[config.mk]
export PLATFORM = sky130hd
export DESIGN_NAME = hs_io_port
export DESIGN_NICKNAME = d
export VERILOG_FILES = /design/src/rtl/hs_io_pkg.sv /design/src/rtl/hs_io_port_sync_fifo.sv /design/src/rtl/hs_io_port.sv
export SDC_FILE = /design/constraint.sdc
export NUM_CORES = 1
export LEC_CHECK = 0
export CAP_MARGIN = 30
export CORE_MARGIN = 2
export CORE_UTILIZATION = 54
export CTS_BUF_LIST = sky130_fd_sc_hd__clkbuf_8 sky130_fd_sc_hd__clkbuf_16
export DETAILED_ROUTE_END_ITERATION = 12
export PLACE_DENSITY = 0.75
export SYNTH_ARGS = -nofsm -noshare
export SYNTH_HDL_FRONTEND = slang
export SYNTH_SLANG_ARGS = --single-unit
[constraint.sdc]
create_clock -name g_clk -period 2.9 [get_ports g_clk]
set_input_delay 0.725 -clock g_clk [delete_from_list [all_inputs] [get_ports g_clk]]
set_output_delay 0.725 -clock g_clk [all_outputs]
set_load 0.02 [all_outputs]
[src/rtl/hs_io_pkg.sv]
// -----------------------------------------------------------------------------
// hs_io_pkg
// Shared definitions for the handshake byte I/O port.
//   state_e        : handshake FSM encoding (IDLE=0, ACK=1)
//   BYTE_W         : width of every byte path
//   DEFAULT_DEPTH  : default entries per FIFO
// Optional feature macro used by the port: HS_IO_PORT_LOOPBACK_EN.
// -----------------------------------------------------------------------------
package hs_io_pkg;

  localparam int BYTE_W        = 8;
  localparam int DEFAULT_DEPTH = 4;

  typedef enum logic {
    IDLE = 1'b0,
    ACK  = 1'b1
  } state_e;

endpackage

[src/rtl/hs_io_port_sync_fifo.sv]
// -----------------------------------------------------------------------------
// sync_fifo
// Single-clock FIFO with registered occupancy count.
//   g_clk, g_clr : clock and synchronous active-high clear
//   push, push_data : write request / data (honoured when not full, or when
//                     full and a pop happens on the same edge)
//   pop          : read request, honoured when not empty
//   head         : oldest entry (valid while !empty)
//   full, empty  : derived from the count
//   count        : occupancy, 0..DEPTH
// -----------------------------------------------------------------------------
module sync_fifo #(
  parameter  int DEPTH = 4,
  parameter  int WIDTH = 8,
  localparam int PTR_W = (DEPTH > 1) ? $clog2(DEPTH) : 1
) (
  input  logic             g_clk,
  input  logic             g_clr,
  input  logic             push,
  input  logic [WIDTH-1:0] push_data,
  input  logic             pop,
  output logic [WIDTH-1:0] head,
  output logic             full,
  output logic             empty,
  output logic [PTR_W:0]   count
);

  localparam logic [PTR_W:0] FULL_CNT = (PTR_W + 1)'(DEPTH);

  logic [WIDTH-1:0] mem_q [DEPTH];
  logic [PTR_W-1:0] wr_ptr_q, wr_ptr_d;
  logic [PTR_W-1:0] rd_ptr_q, rd_ptr_d;
  logic [PTR_W:0]   count_q, count_d;
  logic             push_ok, pop_ok;

  assign full  = (count_q == FULL_CNT);
  assign empty = (count_q == '0);
  assign count = count_q;
  assign head  = mem_q[rd_ptr_q];

  // A push into a full FIFO is legal only because the same edge frees a slot.
  assign pop_ok  = pop & ~empty;
  assign push_ok = push & (~full | pop_ok);

  always_comb begin
    // NOTE: every comb output gets a default first so no latch is inferred;
    // comb logic uses blocking '=', sequential state uses non-blocking '<='.
    wr_ptr_d = wr_ptr_q;
    rd_ptr_d = rd_ptr_q;
    count_d  = count_q;
    // Pointers are PTR_W bits wide, so the increment wraps modulo DEPTH.
    if (push_ok) wr_ptr_d = wr_ptr_q + 1'b1;
    if (pop_ok)  rd_ptr_d = rd_ptr_q + 1'b1;
    case ({push_ok, pop_ok})
      2'b10:   count_d = count_q + 1'b1;
      2'b01:   count_d = count_q - 1'b1;
      default: count_d = count_q;
    endcase
  end

  always_ff @(posedge g_clk) begin
    if (g_clr) begin
      wr_ptr_q <= '0;
      rd_ptr_q <= '0;
      count_q  <= '0;
    end else begin
      wr_ptr_q <= wr_ptr_d;
      rd_ptr_q <= rd_ptr_d;
      count_q  <= count_d;
    end
  end

  // NOTE: the storage array is deliberately not cleared; the pointers and
  // count alone decide which entries are valid.
  always_ff @(posedge g_clk) begin
    if (push_ok) mem_q[wr_ptr_q] <= push_data;
  end

endmodule

[src/rtl/hs_io_port.sv]
// -----------------------------------------------------------------------------
// hs_io_port
// Bridges the processor's 4-phase hs_out/hs_in handshake to device-side
// valid/ready byte streams through a TX FIFO (CPU->device) and an RX FIFO
// (device->CPU).
//   g_clk, g_clr          : clock, synchronous active-high clear
//   bus_out, hs_out, cpu_rd : processor request (cpu_rd=1 IN, 0 OUT)
//   bus_in, hs_in         : byte returned on IN, acknowledge
//   dev_tx_*              : TX stream to the device (head of TX FIFO)
//   dev_rx_*              : RX stream from the device
//   tx_count, rx_count    : FIFO occupancies
// Optional macro HS_IO_PORT_LOOPBACK_EN adds input 'loopback': when high the
// TX head is moved straight into the RX FIFO and both device streams idle.
// -----------------------------------------------------------------------------
module hs_io_port
  import hs_io_pkg::*;
#(
  parameter int DEPTH = DEFAULT_DEPTH,
  parameter int PTR_W = $clog2(DEPTH)
) (
  input  logic              g_clk,
  input  logic              g_clr,
`ifdef HS_IO_PORT_LOOPBACK_EN
  input  logic              loopback,
`endif
  input  logic [BYTE_W-1:0] bus_out,
  input  logic              hs_out,
  input  logic              cpu_rd,
  output logic [BYTE_W-1:0] bus_in,
  output logic              hs_in,
  output logic [BYTE_W-1:0] dev_tx_data,
  output logic              dev_tx_valid,
  input  logic              dev_tx_ready,
  input  logic [BYTE_W-1:0] dev_rx_data,
  input  logic              dev_rx_valid,
  output logic              dev_rx_ready,
  output logic [PTR_W:0]    tx_count,
  output logic [PTR_W:0]    rx_count
);

  state_e            state_q, state_d;
  logic [BYTE_W-1:0] bus_in_q, bus_in_d;

  logic              tx_push, tx_pop, tx_full, tx_empty;
  logic              rx_push, rx_pop, rx_full, rx_empty;
  logic [BYTE_W-1:0] tx_head, rx_head, rx_push_data;

  // State register.
  always_ff @(posedge g_clk) begin
    if (g_clr) begin
      state_q  <= IDLE;
      bus_in_q <= '0;
    end else begin
      state_q  <= state_d;
      bus_in_q <= bus_in_d;
    end
  end

  // Next state: a request is accepted only from IDLE, so hs_out must be seen
  // low (ACK -> IDLE) before the next one is recognised.
  always_comb begin
    state_d = state_q;
    case (state_q)
      IDLE: if (hs_out && (cpu_rd ? !rx_empty : !tx_full)) state_d = ACK;
      ACK:  if (!hs_out) state_d = IDLE;
      default: state_d = IDLE;
    endcase
  end

  // Outputs: exactly one FIFO push/pop on the accepting edge. The TX full
  // check ignores a same-edge device pop.
  always_comb begin
    tx_push  = (state_q == IDLE) & hs_out & ~cpu_rd & ~tx_full;
    rx_pop   = (state_q == IDLE) & hs_out &  cpu_rd & ~rx_empty;
    bus_in_d = rx_pop ? rx_head : bus_in_q;
  end

  assign hs_in       = (state_q == ACK);
  assign bus_in      = bus_in_q;
  assign dev_tx_data = tx_head;

`ifdef HS_IO_PORT_LOOPBACK_EN
  logic lb_xfer;
  assign lb_xfer      = loopback & ~tx_empty & ~rx_full;
  assign tx_pop       = loopback ? lb_xfer : (~tx_empty & dev_tx_ready);
  assign rx_push      = loopback ? lb_xfer : (dev_rx_valid & dev_rx_ready);
  assign rx_push_data = loopback ? tx_head : dev_rx_data;
  assign dev_tx_valid = ~tx_empty & ~loopback;
  assign dev_rx_ready = ~loopback & (~rx_full | rx_pop);
`else
  assign tx_pop       = ~tx_empty & dev_tx_ready;
  assign rx_push      = dev_rx_valid & dev_rx_ready;
  assign rx_push_data = dev_rx_data;
  assign dev_tx_valid = ~tx_empty;
  // A full RX still accepts a device byte on the edge the processor pops one.
  assign dev_rx_ready = ~rx_full | rx_pop;
`endif

  sync_fifo #(.DEPTH(DEPTH), .WIDTH(BYTE_W)) u_tx_fifo (
    .g_clk     (g_clk),
    .g_clr     (g_clr),
    .push      (tx_push),
    .push_data (bus_out),
    .pop       (tx_pop),
    .head      (tx_head),
    .full      (tx_full),
    .empty     (tx_empty),
    .count     (tx_count)
  );

  sync_fifo #(.DEPTH(DEPTH), .WIDTH(BYTE_W)) u_rx_fifo (
    .g_clk     (g_clk),
    .g_clr     (g_clr),
    .push      (rx_push),
    .push_data (rx_push_data),
    .pop       (rx_pop),
    .head      (rx_head),
    .full      (rx_full),
    .empty     (rx_empty),
    .count     (rx_count)
  );

endmodule

# --- Yosys cells after proc, flatten, opt, wreduce, memory -nomap -nowiden ---
# Memory sizes are Yosys's and may differ from the RTL's. A register that Yosys moved wholly into a read port is not among the register bits.
# Cells that the tools add are included.
word_totals:
  ramBits: 64
  inputBits: 22
  wordCells: 62
  mem_count: 2
  reg_bits: 15
  rom_bits: 0
  latchBits: 0
  output_inout_bits: 25
op_classes:
  n_lt_le_gt_ge: 0
  mux: 12
  n_div: 0
  add_sub_neg: 8
  n_reduce_logical: 7
  n_bitwise: 20
  mul: 0
  n_shift: 0
  eq_ne: 6
mem_list:
  columns: ["memory", "words", "width", "rd", "rd_clocked_by_memory_dff", "write_ports", "line", "text"]
  rows:
  - ["u_rx_fifo.mem_q", 4, 8, 1, 1, 1, "hs_io_port_sync_fifo.sv:30", "logic [WIDTH-1:0] mem_q [DEPTH];"]
  - ["u_tx_fifo.mem_q", 4, 8, 1, 1, 1, "hs_io_port_sync_fifo.sv:30", null]
op_table:
  columns: ["cell", "n"]
  rows:
  - ["$pmux 3 s2", 2]
  - ["$and 1x1->1", 11]
  - ["$add 2x1->2 const B", 4]
  - ["$mux 1", 7]
  - ["$add 3x1->3 const B", 2]
  - ["$eq 3x3->1 const B", 2]
  - ["$logic_not 3->1", 2]
  - ["$not 1->1", 6]
  - ["$sub 3x1->3 const B", 2]
  - ["$eq 2x1->1 const B", 2]
  - ["$eq 2x2->1 const B", 2]
  - ["$mux 2", 2]
  - ["$reduce_bool 2->1", 2]
  - ["$or 1x1->1", 3]
  - ["$logic_not 1->1", 2]
  - ["$pmux 1 s2", 1]
  - ["$logic_and 1x1->1", 1]

# --- Logic depth before layout (Yosys ltp) ---
depth:
  ltp_word: 9
  mapped_depth: 9
  mapped_depth_nobuf: 9

# --- By module ---
# Synthesis repeated with hierarchy kept, for this count alone.
unflattened:
  hier_cells: 242
  hier_area_um2: 3784.9
modules_own_cells:
  columns: ["mod", "cells_per_inst", "instances", "area_each_um2"]
  rows:
  - ["sync_fifo (u_tx_fifo)", 101, 1, 1691.6]
  - ["sync_fifo (u_rx_fifo)", 96, 1, 1645.3]
  - ["hs_io_port", 45, 1, 447.9]

# --- Worst setup path before layout ---
# No wires, ideal clock.
synth_timing:
  path_kind: "in2reg"
  from: "in hs_out"
  to: "reg u_rx_fifo.count_q[2], in the netlist u_rx_fifo.count[2]"
  arrival_time_ps: 2231
  cell_stages: 9
  t_required_ps: 2830
  n_path_buf: 0
  path_slack_ps: 599
  path_cell_list: "nand3b_1 > a31oi_2 > inv_1 > ha_1 > inv_1 > fa_1 > xor2_1 > or3_1 > a21oi_1"
synth_via:
  elab_chain_cells: 8
synth_lines:
  columns: ["element", "line", "text"]
  rows:
  - ["from (decl)", "hs_io_port.sv:27", "input logic hs_out,"]
  - ["$and 1x1->1 (*) (3 in a row)", "hs_io_port.sv:74", "rx_pop = (state_q == IDLE) & hs_out & cpu_rd & ~rx_empty;"]
  - ["$or 1x1->1 or $and 1x1->1 (tied branches)", "hs_io_port.sv:96, hs_io_port_sync_fifo.sv:42", null]
  - ["$and 1x1->1 or $or 1x1->1 (tied branches)", "hs_io_port.sv:92, hs_io_port_sync_fifo.sv:43", null]
  - ["$and 1x1->1", "hs_io_port_sync_fifo.sv:43", "assign push_ok = push & (~full | pop_ok);"]
  - ["$eq 2x1->1 or $eq 2x2->1 (tied branches)", "hs_io_port_sync_fifo.sv:54", "case ({push_ok, pop_ok})"]
  - ["$pmux 3 s2 or $reduce_bool 2->1 (tied branches)", null, null]
  - ["to (signal assigned)", "hs_io_port_sync_fifo.sv:69", "count_q <= count_d;"]
  - ["to (decl)", "hs_io_port_sync_fifo.sv:33", "logic [PTR_W:0] count_q, count_d;"]
# Every way passes the cells marked *; elsewhere a longest branch is shown, timed or not.
# A chain may end at the register's enable or synchronous reset.

==> reports/metrics.yaml <==
run_status:
  outcome: "finished, final reports clean"
finish:
  num-nets-final: 325
  fin_area_um2: 4360
  antenna_cells: 0
  nFillCells: 487
  area_growth_pct: 21.3
  drive_gt1_frac: 0.159
setup_path:
  arrival_ns: 1.94
  required_ns: 2.17
  crit_fanout: 8
  critPathCaptureType: "output port"
  worstSetupPathType: "reg2out"
  cpMaxStageDelayCell: "clkdlybuf4s50_1"
  cpPeakStageDelay_ns: 0.55
  start_kind: "flop"
  crit_path_cell_trace: "buf_4 > mux4_2 > clkdlybuf4s50_1"
clock_network:
  post-cts-setup-buffers: 0
  cts-root-buf: "clkbuf_8"
  clkTransAtPathRegs_ns: 0.09
  cts_buffers: 9
  ctsHoldBuffers: 0
  cts_tree: "done"
  htree_levels: 3
  clk_latency_ns: 0.35
  cts.sinks: 89
  clock_path_buffers: 2
job:
  cap_violations: 0
power_and_ir_drop:
  power.leakage_nw: 1.48
  max-vdd-ir-drop_v: 0.000448
  p_total_mw: 3.03
  p_per_area_nw_per_um2: 695
die:
  die_y_um: 85.6
  die_w_um: 85.6
  die_area_um2: 7330
  rows: 29
  num_io_pins: 47
  coreArea_um2: 6390
  start_util: 0.563
place:
  hpwl_um: 4280
  portBuffers: 46
  placed_cell_area_um2: 4190
  gp_congestion: 0.803
synthesis:
  synth.distinct_cells: 34
  seq_area_frac_synth: 0.673
  syn_nets: 268
  postSynthRegisterBits: 89
  yosys_warnings: 0
  async_reset_ff_frac: 0
  netlist_instances: 234
  synth_area_um2: 3600
  syn_avg_cell_area_um2: 15.4
  synth-edff-count: 64
  ys.flop_type: "edfxtp_1"
timing:
  max_slew_margin: 0.554
  final-hold-violation-count: 0
  final.min_clock_period_ns: 2.67
  finalSetupTns_ns: 0
  skew_ns: 0.0117
  worst_slew_pin_slew_ns: 0.668
  clock.fmax_mhz: 375
  setup_viol: 0
  rsz0062_at_grt: "no"
  timing.final.crit_share: 0.919
  maxSlewViolCount: 0
route:
  vias: 2077
  viasPerCell: 5.57
  postRouteAntennaNets: 0
  drt_first_pass_iters: 4
  wire_per_inst_um: 16.9
  routed_wl_um: 6290
  drtIter0Drc: 125
  drcViolationCount: 0
global_route:
  grt_pass1_vias: 2157
  antenna_found_initial: 0
  grt_use_total: 0.189
  grtUsageMet3: 0.0462
  busiest_layer: "met2"
  grt_max_degree: 26
  grt_pass1_wl_um: 10400
  gr-total-overflow: 0
  met1_usage: 0.231
  grtUsageMet2: 0.326
min_path:
  hp-class: "reg2reg"
## report_power, final
part	internal, mW	switching (mW)	leakage, nW
clock network	0.317	0.444	0.0839
logic	0.370	0.367	0.611
registers	1.45	0.0809	0.787
total	2.14	0.892	1.48
## synthesized netlist by cell type, types with 2 or more instances
master | number | area share
and3_1 | 4 | 0.0070
o21ai_0 | 13 | 0.018
fa_1 | 2 | 0.011
inv_1 | 15 | 0.016
and2_1 | 4 | 0.0070
edfxtp_1 | 64 | 0.53
ha_1 | 10 | 0.035
or3b_2 | 2 | 0.0049
nand3_1 | 11 | 0.015
nor2_1 | 15 | 0.016
dfxtp_1 | 25 | 0.14
mux4_2 | 16 | 0.10
xor2_1 | 5 | 0.012
mux2i_1 | 2 | 0.0056
nand2_1 | 2 | 0.0021
clkbuf_1 | 4 | 0.0042
nor3b_1 | 2 | 0.0042
or3_1 | 5 | 0.0087
a21oi_1 | 15 | 0.021
buf_2 | 4 | 0.0056
## metal layers
metal,up-vias,wire length [um]
li1,990,-
met1,1028,2680
met2,49,3250
met3,10,273
met4,0,86
met5,-,0
## path summary, 6_finish.rpt
path	from	to	slack, ns	cells past startpoint
worst max-delay path	flop	dev_tx_data[4]	0.23	3
worst min-delay path	bus_in[7]	bus_in[7]	0.48	2
worst min register to register	bus_in[7]	bus_in[7]	0.48	2
worst max register to register	u_tx_fifo.count[2]	u_tx_fifo.count[2]	0.60	9
## placed cells by master, fill, tap and decap left out, types with 2 or more instances in the layout
master / instances
a21oi_1: 15
and2_1: 4
and3_1: 4
buf_4: 11
clkbuf_8: 9
clkdlybuf4s50_1: 45
clkinv_4: 2
clkinvlp_4: 2
dfxtp_1: 25
edfxtp_1: 64
fa_1: 2
ha_1: 10
inv_1: 15
inv_6: 2
mux2i_1: 2
mux4_2: 16
nand2_1: 2
nand3_1: 11
nor2_1: 15
nor3b_1: 2
o21ai_0: 13
or3_1: 5
or3b_2: 2
xor2_1: 5
## what timing repair did
action / 4_1_cts / 5_1_grt
hold endpoints to repair: 0 / 0
endpoints found under the setup margin: 1 / 0
gates resized for setup: 1 / 0
## flip-flops by register name, summed over array words and instances (netlist names), named ones only
signal,count
u_tx_fifo.mem_q,32
hs_in,1
u_rx_fifo.wr_ptr_q,2
bus_in,8
u_tx_fifo.rd_ptr_q,2
u_tx_fifo.count,3
u_rx_fifo.count,3
u_tx_fifo.wr_ptr_q,2
u_rx_fifo.mem_q,32
u_rx_fifo.rd_ptr_q,2
## through the flow
stage | cells | util | setup WS, ns | hold slack (ns)
2_1_floorplan | 234 | - | 0.599 | 0.468
5_1_grt | 373 | 0.683 | 0.147 | 0.524
3_3_place_gp | 357 | 0.655 | -0.000216 | 0.464
6_report | 373 | 0.683 | 0.234 | 0.480
3_5_place_dp | 357 | 0.655 | -0.0981 | 0.470
4_1_cts | 373 | 0.683 | 0.199 | 0.481
## critical path: cells and delay by family, from the launching register on
family	cells	cell delay, ns
buffers and inverters	2	0.75
multiplexers	1	0.53
flip-flops	1	0.32
## final cells by class
class                   count  area (um2)  area share
flip-flops and latches     89        2420       0.555
inverters                  15        56.3      0.0129
multi-input cells         119        1070       0.245
clock buffers               9         124      0.0284
repair buffers             57         542       0.124
clock inverters             7        53.8      0.0123
well taps                  77        96.3      0.0221
## cell families after synthesis
group | share of synthesized area
flip-flops | 0.673
AND/OR/NAND/NOR | 0.0706
AO/OA/AOI/OAI | 0.0567
buffers and inverters | 0.0299
multiplexers | 0.109
adder cells (fa/ha/maj) | 0.0459
XOR/XNOR | 0.0146
(Power assumes the default switching activity.)
